## config.mk

```make
export PLATFORM = sky130hd
export DESIGN_NAME = keystroke_sequencer_flat
export DESIGN_NICKNAME = d
export VERILOG_FILES = /design/src/rtl/keystroke_sequencer_if.sv /design/src/rtl/keystroke_sequencer.sv /design/src/flat_wrapper.sv
export SDC_FILE = /design/constraint.sdc
export NUM_CORES = 1
export LEC_CHECK = 0
export BUFFER_PORTS_ARGS = -buffer_cell sky130_fd_sc_hd__buf_4
export CAP_MARGIN = 10
export CORE_MARGIN = 2
export CORE_UTILIZATION = 50
export DETAILED_ROUTE_END_ITERATION = 12
export HOLD_SLACK_MARGIN = 0.15
export PLACE_DENSITY = 0.73
export RECOVER_POWER = 100
export SLEW_MARGIN = 20
export SYNTH_ARGS = -nofsm -noshare
export SYNTH_HDL_FRONTEND = slang
export SYNTH_SLANG_ARGS = --single-unit
```

## constraint.sdc

```tcl
create_clock -name CLOCK_50 -period 4.2 [get_ports CLOCK_50]
set_input_delay 0.21 -clock CLOCK_50 [delete_from_list [all_inputs] [get_ports CLOCK_50]]
set_output_delay 0.21 -clock CLOCK_50 [all_outputs]
set_load 0.05 [all_outputs]
```

## src/rtl/keystroke_sequencer_if.sv

```systemverilog
// PS/2 byte stream, cipher-core handshake and display/lamp outputs of the keystroke sequencer.
interface keystroke_sequencer_if;
  logic [7:0] rx_data;
  logic       rx_en;
  logic       cfg_busy;
  logic       enc_valid;
  logic [7:0] enc_data;
  logic [7:0] plain_code;
  logic       enc_req;
  logic       step;
  logic [7:0] cipher_out;
  logic       cipher_valid;
  logic       busy;
  logic       err_timeout;
  logic [2:0] state_dbg;

  // Environment side: keyboard controller, cipher core and observers
  modport master (
    output rx_data, rx_en, cfg_busy, enc_valid, enc_data,
    input  plain_code, enc_req, step, cipher_out, cipher_valid, busy, err_timeout, state_dbg
  );

  // Sequencer side
  modport slave (
    input  rx_data, rx_en, cfg_busy, enc_valid, enc_data,
    output plain_code, enc_req, step, cipher_out, cipher_valid, busy, err_timeout, state_dbg
  );
endinterface

```

## src/rtl/keystroke_sequencer.sv

```systemverilog
// Turns one PS/2 make/break pair into a single encode request and a single rotor step,
// ignoring typematic repeats and holding off new keys for HOLD_CYCLES after the break.
module keystroke_sequencer #(
  parameter int unsigned HOLD_CYCLES    = 5000,
  parameter int unsigned TIMEOUT_CYCLES = 1024
) (
  input  logic                  CLOCK_50,
  input  logic                  reset,
  keystroke_sequencer_if.slave  bus
);

  localparam int unsigned TW = (TIMEOUT_CYCLES > 1) ? $clog2(TIMEOUT_CYCLES) : 1;
  localparam int unsigned HW = (HOLD_CYCLES > 1) ? $clog2(HOLD_CYCLES) : 1;
  localparam logic [7:0] CODE_EXT = 8'hE0;
  localparam logic [7:0] CODE_BRK = 8'hF0;

  typedef enum logic [2:0] {
    S_IDLE   = 3'd0,
    S_ENCODE = 3'd1,
    S_SHOW   = 3'd2,
    S_BREAK  = 3'd3,
    S_HOLD   = 3'd4
  } state_e;

  state_e        state_q, state_d;
  logic [7:0]    plain_code_q, plain_code_d;
  logic [7:0]    cipher_out_q, cipher_out_d;
  logic          cipher_valid_q, cipher_valid_d;
  logic          enc_req_q, enc_req_d;
  logic          step_q, step_d;
  logic          err_timeout_q, err_timeout_d;
  logic          ok_q, ok_d;
  logic          brk_pending_q, brk_pending_d;
  logic          busy_q, busy_d;
  logic [TW-1:0] timer_q, timer_d;
  logic [HW-1:0] hold_q, hold_d;

  logic rx_brk, key_ok, enc_timeout, brk_seen, hold_done, brk_match;

  assign rx_brk      = bus.rx_en && (bus.rx_data == CODE_BRK);
  assign key_ok      = bus.rx_en && !bus.cfg_busy &&
                       (bus.rx_data != CODE_EXT) && (bus.rx_data != CODE_BRK);
  assign enc_timeout = (timer_q == TW'(TIMEOUT_CYCLES - 1));
  // A break byte arriving alongside enc_valid still counts as pending
  assign brk_seen    = brk_pending_q || rx_brk;
  assign hold_done   = (hold_q == HW'(HOLD_CYCLES - 1));
  assign brk_match   = bus.rx_en && (bus.rx_data == plain_code_q);

  // State register
  always_ff @(posedge CLOCK_50) begin
    if (reset) state_q <= S_IDLE;
    else       state_q <= state_d;
  end

  // Next-state logic
  always_comb begin
    state_d = state_q;
    case (state_q)
      S_IDLE:   if (key_ok) state_d = S_ENCODE;
      S_ENCODE: if (bus.enc_valid || enc_timeout) state_d = brk_seen ? S_BREAK : S_SHOW;
      S_SHOW:   if (rx_brk) state_d = S_BREAK;
      S_BREAK:  if (bus.rx_en) state_d = brk_match ? S_HOLD : S_SHOW;
      S_HOLD:   if (hold_done) state_d = S_IDLE;
      default:  state_d = S_IDLE;
    endcase
  end

  // Next values of the registered outputs and datapath
  always_comb begin
    plain_code_d   = plain_code_q;
    cipher_out_d   = cipher_out_q;
    cipher_valid_d = cipher_valid_q;
    err_timeout_d  = err_timeout_q;
    ok_d           = ok_q;
    brk_pending_d  = brk_pending_q;
    timer_d        = timer_q;
    hold_d         = hold_q;
    enc_req_d      = 1'b0;
    step_d         = 1'b0;
    busy_d         = (state_d != S_IDLE);
    case (state_q)
      S_IDLE: begin
        if (key_ok) begin
          plain_code_d = bus.rx_data;
          timer_d      = '0;
          enc_req_d    = 1'b1;
        end
      end
      S_ENCODE: begin
        if (rx_brk) brk_pending_d = 1'b1;
        if (bus.enc_valid) begin
          cipher_out_d   = bus.enc_data;
          cipher_valid_d = 1'b1;
          ok_d           = 1'b1;
        end else if (enc_timeout) begin
          err_timeout_d = 1'b1;
          ok_d          = 1'b0;
        end else begin
          timer_d = timer_q + TW'(1);
        end
      end
      S_BREAK: begin
        if (brk_match) begin
          step_d = ok_q;
          hold_d = '0;
        end
      end
      S_HOLD: begin
        if (hold_done) begin
          cipher_valid_d = 1'b0;
          ok_d           = 1'b0;
          brk_pending_d  = 1'b0;
        end else begin
          hold_d = hold_q + HW'(1);
        end
      end
      default: ;
    endcase
  end

  // Output and datapath registers
  always_ff @(posedge CLOCK_50) begin
    if (reset) begin
      plain_code_q   <= '0;
      cipher_out_q   <= '0;
      cipher_valid_q <= 1'b0;
      enc_req_q      <= 1'b0;
      step_q         <= 1'b0;
      err_timeout_q  <= 1'b0;
      ok_q           <= 1'b0;
      brk_pending_q  <= 1'b0;
      busy_q         <= 1'b0;
      timer_q        <= '0;
      hold_q         <= '0;
    end else begin
      plain_code_q   <= plain_code_d;
      cipher_out_q   <= cipher_out_d;
      cipher_valid_q <= cipher_valid_d;
      enc_req_q      <= enc_req_d;
      step_q         <= step_d;
      err_timeout_q  <= err_timeout_d;
      ok_q           <= ok_d;
      brk_pending_q  <= brk_pending_d;
      busy_q         <= busy_d;
      timer_q        <= timer_d;
      hold_q         <= hold_d;
    end
  end

  assign bus.plain_code   = plain_code_q;
  assign bus.cipher_out   = cipher_out_q;
  assign bus.cipher_valid = cipher_valid_q;
  assign bus.enc_req      = enc_req_q;
  assign bus.step         = step_q;
  assign bus.err_timeout  = err_timeout_q;
  assign bus.busy         = busy_q;
  assign bus.state_dbg    = state_q;

endmodule

```

## src/flat_wrapper.sv

```systemverilog
// flat-port wrapper written by rule: the top's interface ports become plain ports
module keystroke_sequencer_flat 
#(
  parameter int unsigned HOLD_CYCLES    = 5000,
  parameter int unsigned TIMEOUT_CYCLES = 1024
)
  (CLOCK_50, reset, bus_rx_data, bus_rx_en, bus_cfg_busy, bus_enc_valid, bus_enc_data, bus_plain_code, bus_enc_req, bus_step, bus_cipher_out, bus_cipher_valid, bus_busy, bus_err_timeout, bus_state_dbg);
  keystroke_sequencer_if bus_i ();
  input  logic CLOCK_50;
  input  logic reset;
  input wire logic [$bits(bus_i.rx_data)-1:0] bus_rx_data;
  input wire logic [$bits(bus_i.rx_en)-1:0] bus_rx_en;
  input wire logic [$bits(bus_i.cfg_busy)-1:0] bus_cfg_busy;
  input wire logic [$bits(bus_i.enc_valid)-1:0] bus_enc_valid;
  input wire logic [$bits(bus_i.enc_data)-1:0] bus_enc_data;
  output wire logic [$bits(bus_i.plain_code)-1:0] bus_plain_code;
  output wire logic [$bits(bus_i.enc_req)-1:0] bus_enc_req;
  output wire logic [$bits(bus_i.step)-1:0] bus_step;
  output wire logic [$bits(bus_i.cipher_out)-1:0] bus_cipher_out;
  output wire logic [$bits(bus_i.cipher_valid)-1:0] bus_cipher_valid;
  output wire logic [$bits(bus_i.busy)-1:0] bus_busy;
  output wire logic [$bits(bus_i.err_timeout)-1:0] bus_err_timeout;
  output wire logic [$bits(bus_i.state_dbg)-1:0] bus_state_dbg;
  assign bus_i.rx_data = bus_rx_data;
  assign bus_i.rx_en = bus_rx_en;
  assign bus_i.cfg_busy = bus_cfg_busy;
  assign bus_i.enc_valid = bus_enc_valid;
  assign bus_i.enc_data = bus_enc_data;
  assign bus_plain_code = bus_i.plain_code;
  assign bus_enc_req = bus_i.enc_req;
  assign bus_step = bus_i.step;
  assign bus_cipher_out = bus_i.cipher_out;
  assign bus_cipher_valid = bus_i.cipher_valid;
  assign bus_busy = bus_i.busy;
  assign bus_err_timeout = bus_i.err_timeout;
  assign bus_state_dbg = bus_i.state_dbg;
  keystroke_sequencer #(.HOLD_CYCLES(HOLD_CYCLES), .TIMEOUT_CYCLES(TIMEOUT_CYCLES)) u_core (.CLOCK_50(CLOCK_50), .reset(reset), .bus(bus_i));
endmodule
```

### Word level (Yosys, flattened, before mapping)

Index checks and enable logic that the tools add are counted.

* register bits after elaboration: 49
* output and inout bits: 24
* logic and storage cells: 84
* input bits: 21

* add/sub/neg operators: 2
* bitwise gates (word level): 4
* reductions and logical operators: 23
* equality and inequality tests: 19
* multiplexer cells: 24

Operators by type and width (number)
* $mux 10: 3
* $mux 13: 2
* $pmux 13 s2: 1
* $pmux 10 s2: 1
* $mux 3: 6
* $ne 8x8->1 const B: 2
* $pmux 3 s5: 1
* $reduce_and 3->1: 5
* $add 13x1->13 const B: 1
* $eq 13x13->1 const B: 1
* $add 10x1->10 const B: 1
* $eq 10x10->1 const B: 1
* $eq 8x8->1: 1
* $eq 8x8->1 const B: 1
* $ne 2x1->1 const B: 4
* $ne 2x2->1 const B: 4
* $mux 1: 7
* $eq 3x2->1 const B: 2
* $pmux 1 s2: 3
* $reduce_bool 2->1: 3
* $logic_and 1x1->1: 5
* $not 1->1: 4
* $reduce_and 2->1: 2
* $reduce_and 4->1: 1
* 9 further kinds: 10

### Logic depth before layout (Yosys ltp)

Gate-level depths: netlist of the first run.

* word-level depth: 7
* gate-level depth with buffers: 7
* mapped depth without buffers: 6

### Least setup slack after synthesis of the first run

No wires, ideal clock.

* kind: register to register
* start point: reg u_core.state_q[1] (netlist: u_core.bus.state_dbg[1])
* end point: reg u_core.hold_q[3]
* slack: 2.094 ns
* data required time: 4.079 ns
* stages on the path, launching flop included: 7
* arrival time: 1.986 ns
* library setup time: 0.121 ns
* path buffers: 1
* clock period less this slack: 2.106 ns
* cells stage by stage: dfxtp_1 > nand2_1 > nor3b_1 > a41oi_1 > buf_2 > o2111ai_1 > nand2_1

* longest elaborated chain between the ends: 3
* elaborated cells between the ends (all ways): 7
* classes of those cells: eq/ne: 4; mux: 1; reduce/logical: 2

Ends and longest elaborated chain
* start, declared: line keystroke_sequencer.sv:25 `state_e state_q, state_d;`
* start signal, assigned: line keystroke_sequencer.sv:52 `else state_q <= state_d;`
* $eq 3x3->1 or $eq 3x2->1 (tied branches): line keystroke_sequencer.sv:81 `case (state_q)`
* $ne 2x2->1 (no source line), or another cell as far along
* $reduce_and 3->1 (no source line)
* end signal, assigned: line keystroke_sequencer.sv:146 `hold_q <= hold_d;`
* end, declared: line keystroke_sequencer.sv:36 `logic [HW-1:0] hold_q, hold_d;`

Parallel ways exist; a longest one is shown, timed or not.
A chain may end at the register's enable or synchronous reset.

### Worst setup path after layout of the first run

* start point: reg u_core.state_q[1] (netlist: u_core.bus.state_dbg[1])
* end point: reg u_core.timer_q[5]

* longest elaborated chain between the ends: 3
* elaborated cells between the ends (all ways): 8
* classes of those cells: eq/ne: 4; mux: 1; reduce/logical: 3

Ends and longest elaborated chain
* $eq 3x1->1 or $logic_not 3->1 (tied branches): line keystroke_sequencer.sv:81
* $ne 2x2->1 (no source line), or another cell as far along
* $reduce_and 4->1 (no source line)
* end signal, assigned: line keystroke_sequencer.sv:145 `timer_q <= timer_d;`
* end, declared: line keystroke_sequencer.sv:35 `logic [TW-1:0] timer_q, timer_d;`

Parallel ways exist; a longest one is shown, timed or not.

==> results of run 1 <==
-- per-layer routing --
metal	routed length, um	track usage, %
met5	0	0
met4	68	6.17
met3	213	4.83
met2	2430	34.2
met1	2330	25.3
-- sequential cells by signal, indices dropped and copies added, names as in the netlist --
name,flops
u_core.hold_q,13
u_core.timer_q,10
u_core.bus.cipher_out,8
u_core.bus.plain_code,8
u_core.bus.state_dbg,3
u_core.brk_pending_q,1
u_core.bus.busy,1
u_core.bus.cipher_valid,1
u_core.bus.enc_req,1
u_core.bus.err_timeout,1
u_core.bus.step,1
u_core.ok_q,1
-- critical path, cell delays in order (launching register included) --
cell and delay (ns):
sky130_fd_sc_hd__dfxtp_1 0.38, sky130_fd_sc_hd__or2_0 0.29, sky130_fd_sc_hd__a2111oi_2 1.54, sky130_fd_sc_hd__o21ai_0 0.32
sky130_fd_sc_hd__xor2_1 0.22, sky130_fd_sc_hd__nor2_1 0.05
-- area by class of cell --
cell class	instances	area (sq um)
sequential	49	981
multi-input combinational	207	1270
clock inverter	2	15.0
clock buffer	6	72.6
fill	457	1910
tap	54	67.6
inverter	5	18.8
timing repair buffer	53	328
-- power by group --
part / internal (W) / total [W] / leakage (nW) / switching, W
clock network: 0.000118 / 0.000274 / 0.0374 / 0.000157
logic: 0.0000413 / 0.000117 / 0.551 / 0.0000759
registers: 0.000474 / 0.000481 / 0.397 / 0.00000765
-- worst paths after layout --
kind	startpoint	endpoint	cells after the start
max	u_core.bus.state_dbg[1]	u_core.timer_q[5]	5
min	bus_rx_data[2]	u_core.bus.plain_code[2]	3
max reg2reg	u_core.bus.state_dbg[1]	u_core.timer_q[5]	5
min reg2reg	u_core.bus.cipher_out[7]	u_core.bus.cipher_out[7]	2
-- stage by stage --
| step | power, W | hold WS (ns) |
|---|---|---|
| 2_1_floorplan | 0.000569 | 0.346 |
| 3_3_place_gp | 0.000612 | 0.442 |
| 3_5_place_dp | 0.000613 | 0.449 |
| 4_1_cts | 0.000891 | 0.152 |
| 5_1_grt | 0.000913 | 0.172 |
| 6_report | 0.000873 | 0.162 |
-- cell families after synthesis --
family                   count (synthesis)
AND/OR/NAND/NOR                        128
flip-flops                              49
AO/OA/AOI/OAI                           42
multiplexers                            18
XOR/XNOR                                17
buffers and inverters                   16
adder cells (fa/ha/maj)                  2
-- placed cells by master, fill, tap and decap left out, drive strengths merged, types with 2 or more instances in the layout --
cell type | Yosys | layout
nand2 | 39 | 39
dfxtp | 49 | 49
nor4 | 3 | 3
o21ai | 3 | 3
clkinvlp | 0 | 2
xor2 | 16 | 16
a31oi | 3 | 3
and2 | 2 | 2
nand2b | 8 | 8
a211oi | 2 | 2
or2 | 4 | 4
nand4 | 9 | 9
nor3 | 3 | 3
a21oi | 21 | 21
clkbuf | 4 | 30
nand3 | 13 | 13
inv | 5 | 5
mux2i | 18 | 18
ha | 2 | 2
buf | 7 | 21
dlygate4sd3 | 0 | 8
o21a | 3 | 3
and4 | 3 | 3
nor2 | 29 | 29
nor3b | 4 | 4
o2111ai | 3 | 3
and3 | 3 | 3
-- what timing repair did --
item | in CTS | in global routing
setup buffers | 0 | 0
hold buffers | 7 | 1
hold endpoints to repair | 7 | 1
gates resized for setup | 0 | 0
==> impl_metrics.env, run 1 <==
export IMPL_outcome="finished, violations left"
export IMPL_violated_checks="capacitance limit, slew limit"
export IMPL_timing_worst_slew_pin_value_ns=1.84
export IMPL_floorplan_die_height_um=73.0
export IMPL_number_of_max_slew_violations_in_the_final_report=16
export IMPL_route_antenna_remaining_nets=0
export IMPL_synth_top_cells_by_area="sky130_fd_sc_hd__dfxtp_1 41%, sky130_fd_sc_hd__mux2i_1 7.6%, sky130_fd_sc_hd__nand2_1 6.1%"
export IMPL_worst_setup_path_end_kind="register"
export IMPL_wire_per_inst_um=13.4
export IMPL_report_final_setup_viol=0
export IMPL_post_route_util_pct=59.1
export IMPL_start_util_pct=51.1
export IMPL_power_density_normalized_to_cell_area_nw_per_um2=317
export IMPL_synth_edff_count=0
export IMPL_synth_seq_cells=49
export IMPL_synth_compound_gate_area_share_pct=12.1
export IMPL_critPathLaunchType="register"
export IMPL_area_growth_synth_to_final_pct=15.7
export IMPL_grt_overflow_total=0
export IMPL_synth_simple_gate_area_share_pct=28.1
export IMPL_critPathMaxFanout=15
export IMPL_cts_tree="yes"
export IMPL_hold_violations=0
export IMPL_reg2reg_slack_ns=1.28
export IMPL_worst_setup_hold_path_clk_slew_ns=0.09
export IMPL_floorplan_core_area_sq_um=4660
export IMPL_syn_instance_count=272
export IMPL_global_route_wire_length_before_repair_um=8480
export IMPL_cts_buffer_depth=2
export IMPL_maximum_number_of_pins_on_one_net_before_global_route_repair=29
export IMPL_tritoncts_num_buffers=5
export IMPL_p_leak_nw=0.985
export IMPL_grt_setup_unrepaired="no"
export IMPL_fin_worst_skew_ns=0.00719
export IMPL_dr_pass1_iters=4
export IMPL_post_synth_top_count_cell="sky130_fd_sc_hd__dfxtp_1"
export IMPL_synth_xor_xnor_area_share_pct=6.25
export IMPL_finish_cell_count_without_fillers=376
export IMPL_grt_antenna_before_repair=0
export IMPL_rows=25
export IMPL_vias_in_the_first_global_route=1871
export IMPL_detailroute_via_count=2050
export IMPL_dp_area_sq_um=2730
export IMPL_synth_distinct_cells=49
export IMPL_placement_setup_worst_slack_ns=1.78
export IMPL_diodes=0
export IMPL_slew_headroom_pct=-22.9
export IMPL_max_cap_viol_count=1
export IMPL_final_design_area_no_fill_sq_um=2760
export IMPL_synth_top_area_share_pct=41.2
export IMPL_fp_dieArea_sq_um=5330
export IMPL_min_period_over_period_pct=69.5
export IMPL_synth_area_per_cell_sq_um=8.76
export IMPL_layout_min_cycle_time_ns=2.92
export IMPL_multiplexer_fraction_of_the_synthesized_cell_area_pct=7.56
export IMPL_post_route_drc_count=0
export IMPL_io_buf_count=44
export IMPL_cts_sinks=49
export IMPL_grt_usage_pct=20.2
export IMPL_initialDrtViolationCount=129
export IMPL_hpwl_um=3540
export IMPL_synth_sequential_area_ratio_pct=41.2
export IMPL_vdd_ir_drop_worst_v=0.000220
export IMPL_netlist_top_cells_count="49 x sky130_fd_sc_hd__dfxtp_1, 39 x sky130_fd_sc_hd__nand2_1, 29 x sky130_fd_sc_hd__nor2_1"
export IMPL_synth_largest_area_cell="sky130_fd_sc_hd__dfxtp_1"
export IMPL_worst_setup_path_type="register to register"
export IMPL_postSynth_topFlopCell="sky130_fd_sc_hd__dfxtp_1"
export IMPL_routabilityCongestion=0.844
export IMPL_worstSkewPairLatency_ns=0.30
export IMPL_max_clock_freq_mhz=343
export IMPL_io_pins=45
export IMPL_worstPathArrival_ns=3.10
export IMPL_finalNetCount=344
export IMPL_setup_ws_ns=1.28
export IMPL_postRouteWirelength_um=5040
export IMPL_clock_root_buffer="sky130_fd_sc_hd__clkbuf_8"
export IMPL_final_layout_size_suffix_gt1_share_pct=10.9
export IMPL_synth_fp_nets=295
export IMPL_timing_setup_tns_ns=0
export IMPL_place_detailed_instances=360
export IMPL_die_w_um=73.0
export IMPL_dominant_combinational_cell_family_by_area_after_synthesis="simple AND/OR/NAND/NOR gates"
export IMPL_post_drt_via_cell_ratio=5.45
export IMPL_synth_fa_ha_area_share_pct=1.05
export IMPL_ys_async_sr_fraction_pct=0
export IMPL_worstPathRequired_ns=4.39
export IMPL_yosys_warnings=0
export IMPL_hp_class="primary input to register"
export IMPL_h_tree_levels=2
export IMPL_synth_area_sq_um=2380
Note: power is estimated with default switching activity, not from simulation.
==> inputs of run 2 (changes only) <==
--- a/config.mk
+++ b/config.mk
@@ -8,10 +8,10 @@
 export BUFFER_PORTS_ARGS = -buffer_cell sky130_fd_sc_hd__buf_4
 export CAP_MARGIN = 10
 export CORE_MARGIN = 2
-export CORE_UTILIZATION = 50
+export CORE_UTILIZATION = 49
 export DETAILED_ROUTE_END_ITERATION = 12
 export HOLD_SLACK_MARGIN = 0.15
-export PLACE_DENSITY = 0.73
+export PLACE_DENSITY = 0.75
 export RECOVER_POWER = 100
 export SLEW_MARGIN = 20
 export SYNTH_ARGS = -nofsm -noshare
==> constraint.sdc (replaced) <==
create_clock -name CLOCK_50 -period 2.3 [get_ports CLOCK_50]
set_input_delay 0.115 -clock CLOCK_50 [delete_from_list [all_inputs] [get_ports CLOCK_50]]
set_output_delay 0.115 -clock CLOCK_50 [all_outputs]
set_load 0.05 [all_outputs]
==> run 2 against run 1 <==
The run now ends clean. Setup slack lost 1.1 ns. First-iteration DRC count fell by 7.8%. Critical path depth up 2. Largest power group unchanged. Largest cell class unchanged. Global-route usage rose by 1.8 points. Clock power is 140% higher. Highest routed layer unchanged. Critical path type is now primary input to register. Sequential power is 83% higher. Register-to-register slack got worse by 0.98 ns. Design area is 6.6% higher. Core utilization increased by 3.5 points.
==> impl_metrics.env, run 2 (same netlist as run 1, synthesis figures left out) <==
export IMPL_post_route_util_pct=62.6
export IMPL_io_buf_count=44
export IMPL_detailroute_via_count=2151
export IMPL_cts_resized=0
export IMPL_maximum_number_of_pins_on_one_net_before_global_route_repair=29
export IMPL_global_route_wire_length_before_repair_um=9400
export IMPL_slew_headroom_pct=52.5
export IMPL_grt_overflow_total=0
export IMPL_fin_worst_skew_ns=0.00800
export IMPL_reg_largest_list="u_core.hold_q (13), u_core.timer_q (10)"
export IMPL_cts_buffer_depth=2
export IMPL_grt_setup_unrepaired="no"
export IMPL_diodes=0
export IMPL_post_cts_setup_buffers=0
export IMPL_worst_setup_path_end_kind="register"
export IMPL_post_drt_via_cell_ratio=5.53
export IMPL_die_w_um=73.7
export IMPL_initialDrtViolationCount=119
export IMPL_cts_sinks=49
export IMPL_vdd_ir_drop_worst_v=0.000331
export IMPL_leading_cell_types_in_the_layout_fill_and_taps_excluded="49 x sky130_fd_sc_hd__dfxtp_1, 39 x sky130_fd_sc_hd__nand2_1, 29 x sky130_fd_sc_hd__nor2_1"
export IMPL_max_reg_flops=13
export IMPL_final_layout_size_suffix_gt1_share_pct=13.1
export IMPL_floorplan_core_area_sq_um=4690
export IMPL_finalNetCount=357
export IMPL_power_density_normalized_to_cell_area_nw_per_um2=599
export IMPL_layout_min_cycle_time_ns=2.15
export IMPL_largest_register="u_core.hold_q"
export IMPL_final_common_cell="sky130_fd_sc_hd__dfxtp_1"
export IMPL_dr_pass1_iters=4
export IMPL_timing_setup_tns_ns=0
export IMPL_floorplan_die_height_um=73.7
export IMPL_hold_worst_slack_ns=0.153
export IMPL_hpwl_um=3730
export IMPL_grt_usage_pct=22.0
export IMPL_design_power_total_w=0.00176
export IMPL_worst_setup_path_type="primary input to register"
export IMPL_number_of_max_slew_violations_in_the_final_report=0
export IMPL_worstPathArrival_ns=2.33
export IMPL_worstPathRequired_ns=2.48
export IMPL_max_cap_viol_count=0
export IMPL_critPathMaxFanout=7
export IMPL_io_pins=45
export IMPL_worstSkewPairLatency_ns=0.30
export IMPL_rows=25
export IMPL_clock_root_buffer="sky130_fd_sc_hd__clkbuf_8"
export IMPL_timing_worst_slew_pin_value_ns=0.711
export IMPL_wire_per_inst_um=14.0
export IMPL_routabilityCongestion=0.807
export IMPL_worst_setup_hold_path_clk_slew_ns=0.09
export IMPL_start_util_pct=50.8
export IMPL_hold_violations=0
export IMPL_grt_antenna_before_repair=0
export IMPL_max_clock_freq_mhz=465
export IMPL_critPathLaunchType="primary input"
export IMPL_tritoncts_num_buffers=5
export IMPL_vias_in_the_first_global_route=2038
export IMPL_postRouteWirelength_um=5440
export IMPL_cts_hold_repair_buffers=16
export IMPL_min_period_over_period_pct=93.6
export IMPL_hp_class="primary input to register"
export IMPL_outcome="finished, final reports clean"
export IMPL_area_growth_synth_to_final_pct=23.3
export IMPL_fp_dieArea_sq_um=5440
export IMPL_h_tree_levels=2
export IMPL_report_final_setup_viol=0
export IMPL_post_route_drc_count=0
export IMPL_cts_tree="yes"
export IMPL_route_antenna_remaining_nets=0
export IMPL_p_leak_nw=1.06
[run 2: changes by cell type in the layout (fill, tap and decap cells not counted), sizes merged]
| cell | previous run | this run |
|---|---|---|
| buf | 21 | 20 |
| dlygate4sd3 | 8 | 16 |
| clkinvlp | 2 | 1 |
| clkbuf | 30 | 36 |
| bufinv | 0 | 1 |
[run 2: path summary, 6_finish.rpt]
check | startpoint | cells past startpoint | to | slack [ns]
worst max-delay path | bus_rx_data[2] | 7 | u_core.bus.busy | 0.15
worst min register to register | u_core.bus.cipher_out[1] | 2 | u_core.bus.cipher_out[1] | 0.46
worst max register to register | u_core.bus.state_dbg[1] | 5 | u_core.timer_q[3] | 0.30
worst min-delay path | bus_enc_valid | 4 | u_core.bus.err_timeout | 0.15
[run 2: worst max-delay path: stages]
cell and delay, ns:
sky130_fd_sc_hd__dlygate4sd3_1 0.54, sky130_fd_sc_hd__clkbuf_1 0.14, sky130_fd_sc_hd__nor3b_1 0.56, sky130_fd_sc_hd__a2111oi_4 0.21
sky130_fd_sc_hd__or2_2 0.37, sky130_fd_sc_hd__nor4_1 0.29, sky130_fd_sc_hd__o22ai_1 0.10
[run 2: power breakdown]
| part | internal, W | total (W) | switching, W |
|---|---|---|---|
| Combinational | 0.0000842 | 0.000229 | 0.000145 |
| Clock | 0.000354 | 0.000651 | 0.000297 |
| Sequential | 0.000865 | 0.000880 | 0.0000145 |
[run 2: cell type report]
type / instances / area [sq um]
Clock buffer: 6 / 82.6
Clock inverter: 2 / 37.5
Fill cell: 412 / 1760
Inverter: 5 / 18.8
Multi-Input combinational cell: 207 / 1320
Sequential cell: 49 / 981
Tap cell: 54 / 67.6
Timing Repair Buffer: 66 / 425
[run 2: stage by stage]
step | setup slack (ns) | area (sq um) | cells
final | 0.148 | 2940 | 389
after global routing | 0.0354 | 2940 | 389
after CTS | 0.182 | 3050 | 389
after detailed placement | 0.383 | 2770 | 365
after global placement | 0.444 | 2770 | 365
after floorplan | 0.194 | 2380 | 272
[run 2: per-layer routing]
layer	wire length, um	track usage [%]
met5	0	0
met3	219	5.49
met1	2580	28.8
met4	60	6.87
met2	2580	35.4
